<file path="src/rtl/uart_program_loader.sv">
// UART boot loader: receives a framed program image and writes 16-bit words into instruction memory.
// Optional frame checksum byte enabled by defining LOADER_CHECKSUM_EN.
module uart_program_loader #(
  parameter int unsigned CLK_FREQ   = 50_000_000,
  parameter int unsigned BAUD       = 115200,
  parameter int unsigned ADDR_WIDTH = 8,
  parameter int unsigned MAX_WORDS  = 256,
  parameter logic [7:0]  SYNC_BYTE  = 8'hA5
) (
  input  logic                  clk,
  input  logic                  rst,
  input  logic                  uart_rx,
  output logic                  prog_we,
  output logic [ADDR_WIDTH-1:0] prog_addr,
  output logic [15:0]           prog_data,
  output logic                  cpu_hold,
  output logic                  busy,
  output logic                  load_done,
  output logic                  load_error
);

  localparam int unsigned BIT_CYC  = CLK_FREQ / BAUD;
  localparam int unsigned HALF_CYC = BIT_CYC / 2;
  localparam int unsigned CNT_W    = $clog2(BIT_CYC + 1);

  typedef enum logic [1:0] {RX_IDLE, RX_START, RX_DATA, RX_STOP} rx_state_t;

  typedef enum logic [2:0] {
    IDLE, LEN_HI, LEN_LO, DATA_HI, DATA_LO,
`ifdef LOADER_CHECKSUM_EN
    CHK,
`endif
    DONE, ERROR
  } state_t;

`ifdef LOADER_CHECKSUM_EN
  localparam state_t TAIL_ST = CHK;
`else
  localparam state_t TAIL_ST = DONE;
`endif

  // Two-flop synchronizer plus one delay stage for start-edge detection
  logic rx_meta, rx_sync, rx_prev;

  always_ff @(posedge clk or posedge rst) begin
    if (rst) begin
      rx_meta <= 1'b1;
      rx_sync <= 1'b1;
      rx_prev <= 1'b1;
    end else begin
      rx_meta <= uart_rx;
      rx_sync <= rx_meta;
      rx_prev <= rx_sync;
    end
  end

  rx_state_t        rx_state, rx_state_n;
  logic [CNT_W-1:0] rx_cnt, rx_cnt_n;
  logic [2:0]       rx_bit, rx_bit_n;
  logic [7:0]       rx_shift, rx_shift_n;
  logic             rx_valid_c, framing_err_c;
  logic [7:0]       rx_byte_c;

  assign rx_byte_c = rx_shift;

  always_ff @(posedge clk or posedge rst) begin
    if (rst) begin
      rx_state <= RX_IDLE;
      rx_cnt   <= '0;
      rx_bit   <= '0;
      rx_shift <= '0;
    end else begin
      rx_state <= rx_state_n;
      rx_cnt   <= rx_cnt_n;
      rx_bit   <= rx_bit_n;
      rx_shift <= rx_shift_n;
    end
  end

  // 8N1 receiver: mid-bit sampling, false-start rejection, stop-bit check
  always_comb begin
    rx_state_n    = rx_state;
    rx_cnt_n      = rx_cnt;
    rx_bit_n      = rx_bit;
    rx_shift_n    = rx_shift;
    rx_valid_c    = 1'b0;
    framing_err_c = 1'b0;
    case (rx_state)
      RX_IDLE: begin
        if (rx_prev && !rx_sync) begin
          rx_state_n = RX_START;
          rx_cnt_n   = '0;
        end
      end
      RX_START: begin
        if (rx_cnt == CNT_W'(HALF_CYC - 1)) begin
          rx_cnt_n = '0;
          rx_bit_n = '0;
          rx_state_n = rx_sync ? RX_IDLE : RX_DATA;
        end else begin
          rx_cnt_n = CNT_W'(rx_cnt + 1'b1);
        end
      end
      RX_DATA: begin
        if (rx_cnt == CNT_W'(BIT_CYC - 1)) begin
          rx_cnt_n   = '0;
          rx_shift_n = {rx_sync, rx_shift[7:1]};
          rx_bit_n   = 3'(rx_bit + 1'b1);
          if (rx_bit == 3'd7) rx_state_n = RX_STOP;
        end else begin
          rx_cnt_n = CNT_W'(rx_cnt + 1'b1);
        end
      end
      RX_STOP: begin
        if (rx_cnt == CNT_W'(BIT_CYC - 1)) begin
          rx_cnt_n      = '0;
          rx_state_n    = RX_IDLE;
          rx_valid_c    = rx_sync;
          framing_err_c = !rx_sync;
        end else begin
          rx_cnt_n = CNT_W'(rx_cnt + 1'b1);
        end
      end
      default: rx_state_n = RX_IDLE;
    endcase
  end

  state_t                state, state_n;
  logic [7:0]            len_hi_q, len_hi_n;
  logic [15:0]           rem_q, rem_n;
  logic [7:0]            hi_q, hi_n;
  logic [ADDR_WIDTH-1:0] addr_n;
  logic [15:0]           data_n;
  logic                  we_n, hold_n, busy_n, done_n, err_n;
  logic [15:0]           len_c;
`ifdef LOADER_CHECKSUM_EN
  logic [7:0]            sum_q, sum_n;
`endif

  assign len_c = {len_hi_q, rx_byte_c};

  always_ff @(posedge clk or posedge rst) begin
    if (rst) begin
      state      <= IDLE;
      len_hi_q   <= '0;
      rem_q      <= '0;
      hi_q       <= '0;
      prog_we    <= 1'b0;
      prog_addr  <= '0;
      prog_data  <= '0;
      cpu_hold   <= 1'b1;
      busy       <= 1'b0;
      load_done  <= 1'b0;
      load_error <= 1'b0;
`ifdef LOADER_CHECKSUM_EN
      sum_q      <= '0;
`endif
    end else begin
      state      <= state_n;
      len_hi_q   <= len_hi_n;
      rem_q      <= rem_n;
      hi_q       <= hi_n;
      prog_we    <= we_n;
      prog_addr  <= addr_n;
      prog_data  <= data_n;
      cpu_hold   <= hold_n;
      busy       <= busy_n;
      load_done  <= done_n;
      load_error <= err_n;
`ifdef LOADER_CHECKSUM_EN
      sum_q      <= sum_n;
`endif
    end
  end

  // Frame parser; the address advances the cycle after each write strobe
  always_comb begin
    state_n  = state;
    len_hi_n = len_hi_q;
    rem_n    = rem_q;
    hi_n     = hi_q;
    addr_n   = prog_we ? ADDR_WIDTH'(prog_addr + 1'b1) : prog_addr;
    data_n   = prog_data;
    we_n     = 1'b0;
`ifdef LOADER_CHECKSUM_EN
    sum_n    = sum_q;
`endif
    case (state)
      IDLE, DONE, ERROR: begin
        if (rx_valid_c && rx_byte_c == SYNC_BYTE) begin
          state_n = LEN_HI;
`ifdef LOADER_CHECKSUM_EN
          sum_n   = '0;
`endif
        end
      end
      LEN_HI: begin
        if (rx_valid_c) begin
          len_hi_n = rx_byte_c;
          state_n  = LEN_LO;
`ifdef LOADER_CHECKSUM_EN
          sum_n    = 8'(sum_q + rx_byte_c);
`endif
        end
      end
      LEN_LO: begin
        if (rx_valid_c) begin
          rem_n = len_c;
`ifdef LOADER_CHECKSUM_EN
          sum_n = 8'(sum_q + rx_byte_c);
`endif
          if ({1'b0, len_c} > 17'(MAX_WORDS)) begin
            state_n = ERROR;
          end else if (len_c == 16'd0) begin
            state_n = TAIL_ST;
          end else begin
            addr_n  = '0;
            state_n = DATA_HI;
          end
        end
      end
      DATA_HI: begin
        if (rx_valid_c) begin
          hi_n    = rx_byte_c;
          state_n = DATA_LO;
`ifdef LOADER_CHECKSUM_EN
          sum_n   = 8'(sum_q + rx_byte_c);
`endif
        end
      end
      DATA_LO: begin
        if (rx_valid_c) begin
          data_n  = {hi_q, rx_byte_c};
          we_n    = 1'b1;
          rem_n   = 16'(rem_q - 16'd1);
          state_n = (rem_q == 16'd1) ? TAIL_ST : DATA_HI;
`ifdef LOADER_CHECKSUM_EN
          sum_n   = 8'(sum_q + rx_byte_c);
`endif
        end
      end
`ifdef LOADER_CHECKSUM_EN
      CHK: begin
        if (rx_valid_c) begin
          state_n = (8'(sum_q + rx_byte_c) == 8'd0) ? DONE : ERROR;
        end
      end
`endif
      default: state_n = IDLE;
    endcase
    // busy mirrors "current state is inside a frame"
    if (framing_err_c && busy) state_n = ERROR;
    busy_n = !(state_n inside {IDLE, DONE, ERROR});
    hold_n = (state_n != DONE);
    done_n = (state_n == DONE);
    err_n  = (state_n == ERROR);
  end

endmodule
</file>
<file path="config.mk">
export PLATFORM = sky130hd
export DESIGN_NAME = uart_program_loader
export DESIGN_NICKNAME = d
export VERILOG_FILES = /design/src/rtl/uart_program_loader.sv
export SDC_FILE = /design/constraint.sdc
export NUM_CORES = 1
export LEC_CHECK = 0
export CAP_MARGIN = 20
export CORE_UTILIZATION = 35
export DETAILED_ROUTE_END_ITERATION = 6
export PLACE_DENSITY_LB_ADDON = 0.3
export SETUP_SLACK_MARGIN = 0.1
export SYNTH_ARGS = -nofsm -noshare
export SYNTH_HDL_FRONTEND = slang
export SYNTH_SLANG_ARGS = --single-unit
export TNS_END_PERCENT = 50
</file>
<file path="constraint.sdc">
create_clock -name clk -period 3.4 [get_ports clk]
set_input_delay 0.51 -clock clk [delete_from_list [all_inputs] [get_ports clk]]
set_output_delay 0.51 -clock clk [all_outputs]
set_load 0.01 [all_outputs]
</file>
Word level (Yosys, flattened, before mapping)
Index checks and enable logic that the tools add are counted.

Flip-flop bits (word level): 89. Output and inout bits: 29.

$add $sub $neg: 4. $lt $le $gt $ge: 1. Eq/ne operators: 24. Mux-type cells: 38. Reductions and logical operators: 21.

Operators by type and width (count): 8-bit 2-to-1 mux (5); 3-bit 2-to-1 mux (11); 16-bit 2-to-1 mux (2); 16-bit case mux with 2 select lines (1); 9-bit 2-to-1 mux (3); 9-bit case mux with 3 select lines (1); 3-bit equality test (second input constant) (6); 16-bit by 1-bit equality test with 1-bit output (second input constant) (1); 16-bit by 9-bit greater-than comparator with 1-bit output (second input constant) (1); 16-bit zero test (1); 16-bit by 1-bit subtractor with 16-bit output (second input constant) (1); 3-bit case mux with 5 select lines (1); 2-bit inequality test (second input constant) (7); 2-bit 2-to-1 mux (6); 9-bit by 1-bit adder with 9-bit output (second input constant) (1); 9-bit by 8-bit equality test with 1-bit output (second input constant) (1); 9-bit equality test (second input constant) (1); 8-bit by 1-bit adder with 8-bit output (second input constant) (1); 8-bit equality test (second input constant) (1); 2-bit case mux with 4 select lines (1); 2-bit AND reduction (4); 3-bit by 2-bit equality test with 1-bit output (second input constant) (2); 3-bit zero test (2); 1-bit 2-to-1 mux (6); other kinds (15) (21).

Depth between registers and ports, before layout
Gate-level depths: netlist of run 1.

Depth in word-level cells: 10. Mapped depth: 9. Gate-level depth less buffers: 8.

Worst setup path before layout of run 1
OpenSTA, ideal clock, no wires.

Path kind: flip-flop to flip-flop. From: register rx_cnt[6]. To: register busy. Library setup time: 0.079 ns. Arrival: 2.075 ns. Required time: 3.321 ns. Path slack: 1.246 ns. Cell stages (with the launch flop): 7. Buffers on the path: 0. Clock period less this slack: 2.154 ns. Cell sequence: dfrtp_1 > or4b_4 > nor3_4 > o21a_1 > o22ai_2 > a211oi_4 > mux2i_1.

Word-level cells in the longest chain between the ends: 10.

RTL lines: from (decl) (RTL line 58) `logic [CNT_W-1:0] rx_cnt, rx_cnt_n;`; from (signal assigned) (RTL line 74) `rx_cnt <= rx_cnt_n;`; 9-bit equality test * (RTL line 115) `if (rx_cnt == CNT_W'(BIT_CYC - 1)) begin`; 1-bit 2-to-1 mux (RTL line 115); 1-bit 2-to-1 mux (RTL line 88) `case (rx_state)`; 1-bit logical AND (RTL line 190) `if (rx_valid_c && rx_byte_c == SYNC_BYTE) begin`; 3-bit 2-to-1 mux (RTL line 190); 3-bit case mux with 5 select lines (RTL line 188) `case (state)`; 3-bit 2-to-1 mux * (RTL line 252) `if (framing_err_c && busy) state_n = ERROR;`; 3-bit equality test / 3-bit zero test (equally long branches) (RTL line 253) `busy_n = !(state_n inside {IDLE, DONE, ERROR});`; 3-bit nonzero test * (RTL line 253); 1-bit zero test * (RTL line 253); via busy_n (RTL line 134) `logic we_n, hold_n, busy_n, done_n, err_n;`; to (signal assigned) (RTL line 167) `busy <= busy_n;`; to (decl) (RTL line 17) `output logic busy,`.

The timed path passes the listed nets; every way through them passes the cells marked *. A chain may end at the register's enable or synchronous reset.

Worst setup path after layout of run 1
From: register rx_shift[3] (netlist: rx_byte_c[3]). To: register busy.

Word-level cells in the longest chain between the ends: 9.

RTL lines: from (decl) (RTL line 60) `logic [7:0] rx_shift, rx_shift_n;`; from (signal assigned) (RTL line 76) `rx_shift <= rx_shift_n;`; parallel branches: the longest is 4 deep, another holds 16-bit by 9-bit greater-than comparator with 1-bit output; 3-bit case mux with 5 select lines * (RTL line 188); 3-bit 2-to-1 mux * (RTL line 252); 3-bit equality test / 3-bit zero test (equally long branches) (RTL line 253); 3-bit nonzero test * (RTL line 253); 1-bit zero test * (RTL line 253); via busy_n (RTL line 134).

Mark *: on every way through the listed nets, which the timed path passes.

==> results.md, run 1 <==
* DR vias at 3467
* Depth of the worst hold-timing path at 0
* Final weighted congestion in routability-driven placement at 0.8200
* Vias in the first global route at 3471
* Total CTS buffers at 9
* Fraction of the yosys area taken by sequential cells at 51.00%
* Placeable Area at 12110 sq um
* Crit path max fanout at 7
* Worst hold endpoint: rx_sync
* DRC at 0
* Power share of the clock group at 42.5%
* Min cycle time layout at 2.607 ns
* Sequential share of power at 48.2%
* Largest cells by area after synthesis: sky130_fd_sc_hd__dfrtp_1 49%, sky130_fd_sc_hd__nand2_1 6.7%, sky130_fd_sc_hd__mux2_2 6.4%, sky130_fd_sc_hd__o21ai_0 3.7%, sky130_fd_sc_hd__a21oi_1 2.6%
* Area after DPL at 4871 sq um
* Final worst hold slack at 0.3585 ns
* Average vias per placed instance at 5.326
* Final non-filler cell total at 651
* Synthesized netlist net count at 456
* Synthesized area per cell at 9.835 sq um
* Count of input and output buffers at 31
* Result of the run: complete, no violations
* Area delta synth->final at 18.84%
* Maximum number of pins on one net before global-route repair at 62
* Final global-route overflow total at 0
* Fill count at 1187
* Category of the most critical setup path: reg -> reg
* Slew Limit Headroom at 45.39%
* Remaining antenna violation count after routing at 0
* Max stage delay on crit path at 0.56 ns
* Worst Slack Setup Final at 0.7926 ns
* Max-slew violation total from the final report at 0
* Setup TNS after final layout at 0 ns
* Number of buffers on the longest clock path at 2
* Number of cells produced by synthesis at 445
* Type of element capturing the critical path: flop
* Prevailing post-synth register cell: sky130_fd_sc_hd__dfrtp_1
* Synthesized cell area at 4377 sq um
* Leak at 2.438 nW
* Highest Clock Rate at 0.3835 GHz
* Die Ht at 113.8 um
* Register bit total from synthesis at 89
* Clock tree from TritonCTS: yes
* Number of rows in the core area at 40
* Area of the multi-input gates at 2019 sq um
* Clock network latency to the later pin of the worst-skew pair at 0.34 ns
* Cell breakdown of the critical path: nor4_2 -> nand2_1 -> o41ai_1 -> a31oi_1 -> or4b_1 -> mux2i_1
* VDD IR max at 382.5 uV
* Required time at the endpoint of the critical path at 3.67 ns
* Total die area at 12960 sq um
* Setup WS pre-CTS at 0.8350 ns
* Post-detailed-routing wire length at 9858 um
* Number of flops mapped to enable cells by yosys at 0
* Final setup viols at 0
* Design Area, Final at 5201 sq um
* H-tree lvl count at 3
* Worst-case reg-to-reg path depth at 6
* Final net count at 489
* Post-route clock skew at 0.006503 ns
* Number of unique standard cell types used by synthesis at 54
* Clock-pin transition on the worst setup and hold timing paths at 0.07 ns
* Number of buffers inserted by hold repair at cts at 0
* Switching pwr at 0.6297 mW
* Startpoint type of the worst setup path: flop
* Total I/O pin count at 32
* Core utilization of the finished layout at 42.94%
* Post-synth top area share at 48.60%
* Area occupied by registers at 2232 sq um
* Power after layout at 2.385 mW
* Share of cells above drive strength 1 at 12.84%
* Drt initial violations at 171
* Library cell with the largest summed area after synthesis: sky130_fd_sc_hd__dfrtp_1
* Placed cell count at 634
* Max capacitance violation total at 0
* Unrepaired setup endpoints after global routing: no
* Sinks on the clock net at 89
* Pre-Repair DR Iteration Count at 4
* Wire length of the first global-routing pass at 16870 um
* Cell with the largest stage delay on the worst path: sky130_fd_sc_hd__nor4_2
* Antenna violations before repair at 0
* Die width at 113.8 um
* Top post-synthesis cells by count: 85 x sky130_fd_sc_hd__dfrtp_1, 78 x sky130_fd_sc_hd__nand2_1, 32 x sky130_fd_sc_hd__o21ai_0
* Post-CTS Repair Setup Buffers at 0
* Reg-to-reg setup timing slack at 0.79 ns
* Destination of the worst register-to-register timing path: busy
* Arrival time reported for the critical path endpoint at 2.88 ns
* Transition time at the pin with the least slew margin at 0.8191 ns
* Most common cell in the synthesized netlist: sky130_fd_sc_hd__dfrtp_1
* Synth warn at 0
* Final cycle utilization of the critical path at 76.69%
* Global-route usage over all layers at 16.67%
* CTS resizes at 0
* DR WL/cell at 15.14 um
* Launch instance of the worst min-delay path: rx_meta
* Path class of the lowest-slack min-delay path: reg -> reg
* Synth async-reset ratio at 100.0%
* Clock root buffer master: sky130_fd_sc_hd__clkbuf_16
* Worst reg2reg startpoint: rx_byte_c[3]
* Number of inserted diodes at 0
* Detailed Place HPWL at 6842 um
* P per Cell Area at 458.5 nW/um^2
* Switching share of total power at 26.41%
* Power Internal at 1.755 mW
* Final Hold Vio Count at 0
* Initial Util at 36.14%
* Part of the total power dissipated in combinational logic at 9.3%
flip-flops by register name (all words and copies together), names as in the netlist, 3 cells and up, named ones only:
name	count
prog_data	16
hi_q	8
prog_addr	8
len_hi_q	8
state	3
rx_cnt	9
rx_byte_c	8
rx_bit	3
rem_q	16
cells in the final DEF (no fill, tap or decap), types with 4 or more instances in the layout:
cell	instances
sky130_fd_sc_hd__dfrtp_1	85
sky130_fd_sc_hd__nand2_1	78
sky130_fd_sc_hd__o21ai_0	32
sky130_fd_sc_hd__clkdlybuf4s50_1	31
sky130_fd_sc_hd__nor2_1	26
sky130_fd_sc_hd__mux2_2	25
sky130_fd_sc_hd__a21oi_1	23
sky130_fd_sc_hd__nand3_1	20
sky130_fd_sc_hd__inv_1	14
sky130_fd_sc_hd__nand4_1	10
sky130_fd_sc_hd__o22ai_1	10
sky130_fd_sc_hd__nor3_1	9
sky130_fd_sc_hd__clkbuf_16	9
sky130_fd_sc_hd__and3_1	8
sky130_fd_sc_hd__xor2_1	8
sky130_fd_sc_hd__ha_1	8
sky130_fd_sc_hd__nor4_1	6
sky130_fd_sc_hd__mux2i_1	6
sky130_fd_sc_hd__buf_4	5
sky130_fd_sc_hd__nor2b_1	4
sky130_fd_sc_hd__nor3b_1	4
sky130_fd_sc_hd__a22oi_1	4
sky130_fd_sc_hd__o31ai_1	4
sky130_fd_sc_hd__nand2b_1	4
sky130_fd_sc_hd__dfstp_2	4
cell type report:
cell class	instances	share of cell area, %
tap	168	4.041
clock buffer	9	4.330
inverter	16	1.179
sequential	89	42.92
clock inverter	7	1.491
timing repair buffer	37	7.217
multi-input combinational	325	38.83
power by group through the flow:
stage	clock, mW	combinational, mW	sequential (mW)
after global placement	0	0.210	1.17
after CTS	1.03	0.219	1.15
final	1.01	0.222	1.15
after global routing	1.08	0.256	1.16
after detailed placement	0	0.217	1.17
after floorplan	0	0.186	1.14
critical path, delay by kind of cell, from the launching register on:
kind | cells | cell delay (ns)
flip-flops | 1 | 0.49
AO/OA/AOI/OAI | 2 | 0.66
multiplexers | 1 | 0.12
AND/OR/NAND/NOR | 3 | 1.26
routing by layer:
| metal | track usage, % | vias to the layer above | share of wire (%) |
|---|---|---|---|
| met5 | 0 | - | 0 |
| met4 | 6.926 | 0 | 2.4 |
| met3 | 3.507 | 18 | 4.2 |
| met2 | 28.13 | 66 | 49 |
| met1 | 20.80 | 1724 | 45 |
| li1 | - | 1659 | - |
logic make-up after synthesis:
logic type	Yosys count	share of synthesized area, %
multiplexers	31	7.805
XOR/XNOR	9	1.801
flip-flops	89	51.00
buffers and inverters	31	2.859
adder cells (fa/ha/maj)	8	2.287
AO/OA/AOI/OAI	88	12.18
AND/OR/NAND/NOR	189	22.07
worst max path at each step:
stage / slack [ns] / cells past startpoint / endpoint / start
after floorplan: 0.59 / 1 / asynchronous set/reset pin / rst
after global placement: 0.87 / 6 / busy / rx_byte_c[1]
after detailed placement: 0.84 / 6 / busy / rx_byte_c[3]
after CTS: 0.83 / 6 / busy / rx_byte_c[3]
after global routing: 0.60 / 6 / busy / rx_byte_c[1]
final: 0.79 / 6 / busy / rx_byte_c[3]
Power figures use the tool's default switching activity.
==> run 2: changes to the inputs <==
clock period = 2.25 ns   (was 3.4 ns; I/O delays follow)
==> run 2 against run 1 <==
Net effect: non-clock buffer count increased by 47; register-to-register slack got worse by 0.73 ns; maximum frequency increased by 19%; critical path depth unchanged; core utilization increased by 3.9 points; die area unchanged; via count increased by 3.7%; sequential share of layout area decreased by 3.6 points; final cell count increased by 7.2%; largest power group unchanged.
==> results.md, run 2 (synthesis gave the netlist of run 1 again) <==
* Final worst hold slack at 0.2401 ns (was 0.3585 ns)
* Number of buffers on the longest clock path at 2 (unchanged)
* Part of the total power dissipated in combinational logic at 14.8% (was 9.3%)
* Switching share of total power at 25.68% (was 26.41%)
* Transition time at the pin with the least slew margin at 0.5858 ns (was 0.8191 ns)
* Remaining antenna violation count after routing at 0 (unchanged)
* Arrival time reported for the critical path endpoint at 2.44 ns (was 2.88 ns)
* Clock root buffer master: sky130_fd_sc_hd__clkbuf_16 (unchanged)
* Total die area at 12960 sq um (unchanged)
* Max capacitance violation total at 0 (unchanged)
* Leading cell types in the layout, fill and taps excluded: 84 x sky130_fd_sc_hd__dfrtp_1, 76 x sky130_fd_sc_hd__nand2_1, 47 x sky130_fd_sc_hd__buf_4, 31 x sky130_fd_sc_hd__clkdlybuf4s50_1, 27 x sky130_fd_sc_hd__o21ai_0 (was 85 x sky130_fd_sc_hd__dfrtp_1, 78 x sky130_fd_sc_hd__nand2_1, 32 x sky130_fd_sc_hd__o21ai_0, 31 x sky130_fd_sc_hd__clkdlybuf4s50_1, 26 x sky130_fd_sc_hd__nor2_1)
* Path class of the lowest-slack min-delay path: in -> async (was reg -> reg)
* Clock network latency to the later pin of the worst-skew pair at 0.34 ns (about the same)
* Number of buffers inserted by hold repair at cts at 0 (unchanged)
* Area of the multi-input gates at 2126 sq um (was 2019 sq um)
* Average vias per placed instance at 5.149 (was 5.326)
* Final global-route overflow total at 0 (unchanged)
* Destination of the worst register-to-register timing path: busy (unchanged)
* Placeable Area at 12110 sq um (unchanged)
* Detailed Place HPWL at 7173 um (was 6842 um)
* Area delta synth->final at 29.67% (was 18.84%)
* Power Internal at 2.809 mW (was 1.755 mW)
* Highest Clock Rate at 0.4581 GHz (was 0.3835 GHz)
* Pre-Repair DR Iteration Count at 4 (unchanged)
* Global-route usage over all layers at 17.17% (was 16.67%)
* Setup TNS after final layout at 0 ns (unchanged)
* H-tree lvl count at 3 (unchanged)
* Total I/O pin count at 32 (unchanged)
* Die Ht at 113.8 um (unchanged)
* Final non-filler cell total at 698 (was 651)
* DRC at 0 (unchanged)
* Number of rows in the core area at 40 (unchanged)
* Vias in the first global route at 3596 (was 3471)
* Sequential share of power at 44.4% (was 48.2%)
* Most frequent standard cell in the layout excluding fill and tap cells: sky130_fd_sc_hd__dfrtp_1 (unchanged)
* Category of the most critical setup path: reg -> reg (unchanged)
* Final weighted congestion in routability-driven placement at 0.8246 (was 0.8200)
* Wire length of the first global-routing pass at 17370 um (was 16870 um)
* Final Hold Vio Count at 0 (unchanged)
* Maximum number of pins on one net before global-route repair at 63 (was 62)
* Leak at 2.709 nW (was 2.438 nW)
* Registers with the most flip-flops: prog_data x16, rem_q x16, rx_cnt x9 (unchanged)
* Final cycle utilization of the critical path at 97.01% (was 76.69%)
* Power share of the clock group at 40.7% (was 42.5%)
* Count of input and output buffers at 31 (unchanged)
* Cell breakdown of the critical path: or4b_4 -> nor4_2 -> o32ai_1 -> nand2b_1 -> or4b_1 -> mux2i_1 (was nor4_2 -> nand2_1 -> o41ai_1 -> a31oi_1 -> or4b_1 -> mux2i_1)
* DR WL/cell at 14.67 um (was 15.14 um)
* Max stage delay on crit path at 0.56 ns (about the same)
* Share of cells above drive strength 1 at 23.58% (was 12.84%)
* Worst-case reg-to-reg path depth at 6 (unchanged)
* Sum of buffers and inverters on the critical path at 0 (unchanged)
* Power after layout at 3.779 mW (was 2.385 mW)
* DR vias at 3594 (was 3467)
* Post-detailed-routing wire length at 10240 um (was 9858 um)
* Min cycle time layout at 2.183 ns (was 2.607 ns)
* Required time at the endpoint of the critical path at 2.51 ns (was 3.67 ns)
* Clock tree from TritonCTS: yes (unchanged)
* Antenna violations before repair at 0 (unchanged)
* Crit path max fanout at 3 (was 7)
* Final net count at 536 (was 489)
* Setup WS pre-CTS at -0.01467 ns (was 0.8350 ns)
* P per Cell Area at 665.9 nW/um^2 (was 458.5 nW/um^2)
* VDD IR max at 418.4 uV (was 382.5 uV)
* Cell with the largest stage delay on the worst path: sky130_fd_sc_hd__or4b_4 (was sky130_fd_sc_hd__nor4_2)
* Area occupied by registers at 2233 sq um (was 2232 sq um)
* Max-slew violation total from the final report at 0 (unchanged)
* Result of the run: complete, no violations (unchanged)
* Clock-pin transition on the worst setup and hold timing paths at 0.06 ns (was 0.07 ns)
* Switching pwr at 0.9704 mW (was 0.6297 mW)
* Startpoint type of the worst setup path: flop (unchanged)
* Total CTS buffers at 9 (unchanged)
* Post-route clock skew at 0.008344 ns (was 0.006503 ns)
* Final setup viols at 0 (unchanged)
* Slew Limit Headroom at 60.45% (was 45.39%)
* Drt initial violations at 225 (was 171)
* Placed cell count at 672 (was 634)
* Die width at 113.8 um (unchanged)
* Number of inserted diodes at 0 (unchanged)
* Worst reg2reg startpoint: rx_cnt[2] (was rx_byte_c[3])
* Crit path max-delay family: simple AND/OR/NAND/NOR gates (unchanged)
* Type of element capturing the critical path: flop (unchanged)
* Reg-to-reg setup timing slack at 0.07 ns (was 0.79 ns)
* Worst Slack Setup Final at 0.06721 ns (was 0.7926 ns)
* Unrepaired setup endpoints after global routing: yes (was no)
* Sinks on the clock net at 89 (unchanged)
* Fill count at 1141 (was 1187)
* Initial Util at 36.14% (unchanged)
## run 2: cell count changes in the layout (fill, tap and decap cells not counted), sizes merged
cell / change
inv: +1
clkbuf: +1
clkinvlp: +1
buf: +47
clkinv: -3
## run 2: per-layer routing
| layer | wire length (um) | GRT usage (%) | part of all wire [%] |
|---|---|---|---|
| met1 | 4519 | 20.96 | 44 |
| met2 | 5227 | 29.39 | 51 |
| met3 | 336 | 4.463 | 3.3 |
| met4 | 159 | 6.061 | 1.6 |
| met5 | 0 | 0 | 0 |
## run 2: worst reg2reg max path, delay by kind of cell (launching register included)
kind             cells  cell delay, ns
AND/OR/NAND/NOR      4            1.38
flip-flops           1            0.44
AO/OA/AOI/OAI        1            0.14
multiplexers         1            0.14
## run 2: metrics by stage
stage	util [%]	cell area [sq um]
finish	46.86	5675
global route	46.86	5675
floorplan	-	4380
detailed placement	42.70	5171
CTS	45.31	5488
global placement	42.70	5171
## run 2: layout make-up
cell class	count	share of cell area, %
inverters	16	1.124
clock buffers	10	4.211
repair buffers	84	12.92
flip-flops and latches	89	39.35
multi-input cells	325	37.46
well taps	168	3.704
clock inverters	6	1.235
## run 2: worst max path at each step
stage	cells after the start	endpoint	slack (ns)	startpoint
floorplan	6	busy	0.1	rx_cnt[6]
global placement	5	busy	0.03	len_hi_q[4]
finish	6	busy	0.07	rx_cnt[2]
CTS	5	busy	-0.003	len_hi_q[4]
global route	6	busy	-0.09	rx_cnt[2]
detailed placement	5	busy	-0.01	len_hi_q[3]
## run 2: what timing repair did
action | CTS | global route
pin swaps | 2 | 12
endpoints found under the setup margin | 7 | 42
cloned | 0 | 1
setup buffers | 0 | 9
gates resized for setup | 2 | 29
## run 2: power by group through the flow
stage	clock network (mW)	logic (mW)	registers, mW
finish	1.54	0.560	1.68
global route	1.65	0.637	1.68
CTS	1.59	0.449	1.68
detailed placement	0	0.443	1.71
global placement	0	0.439	1.71
floorplan	0	0.282	1.72
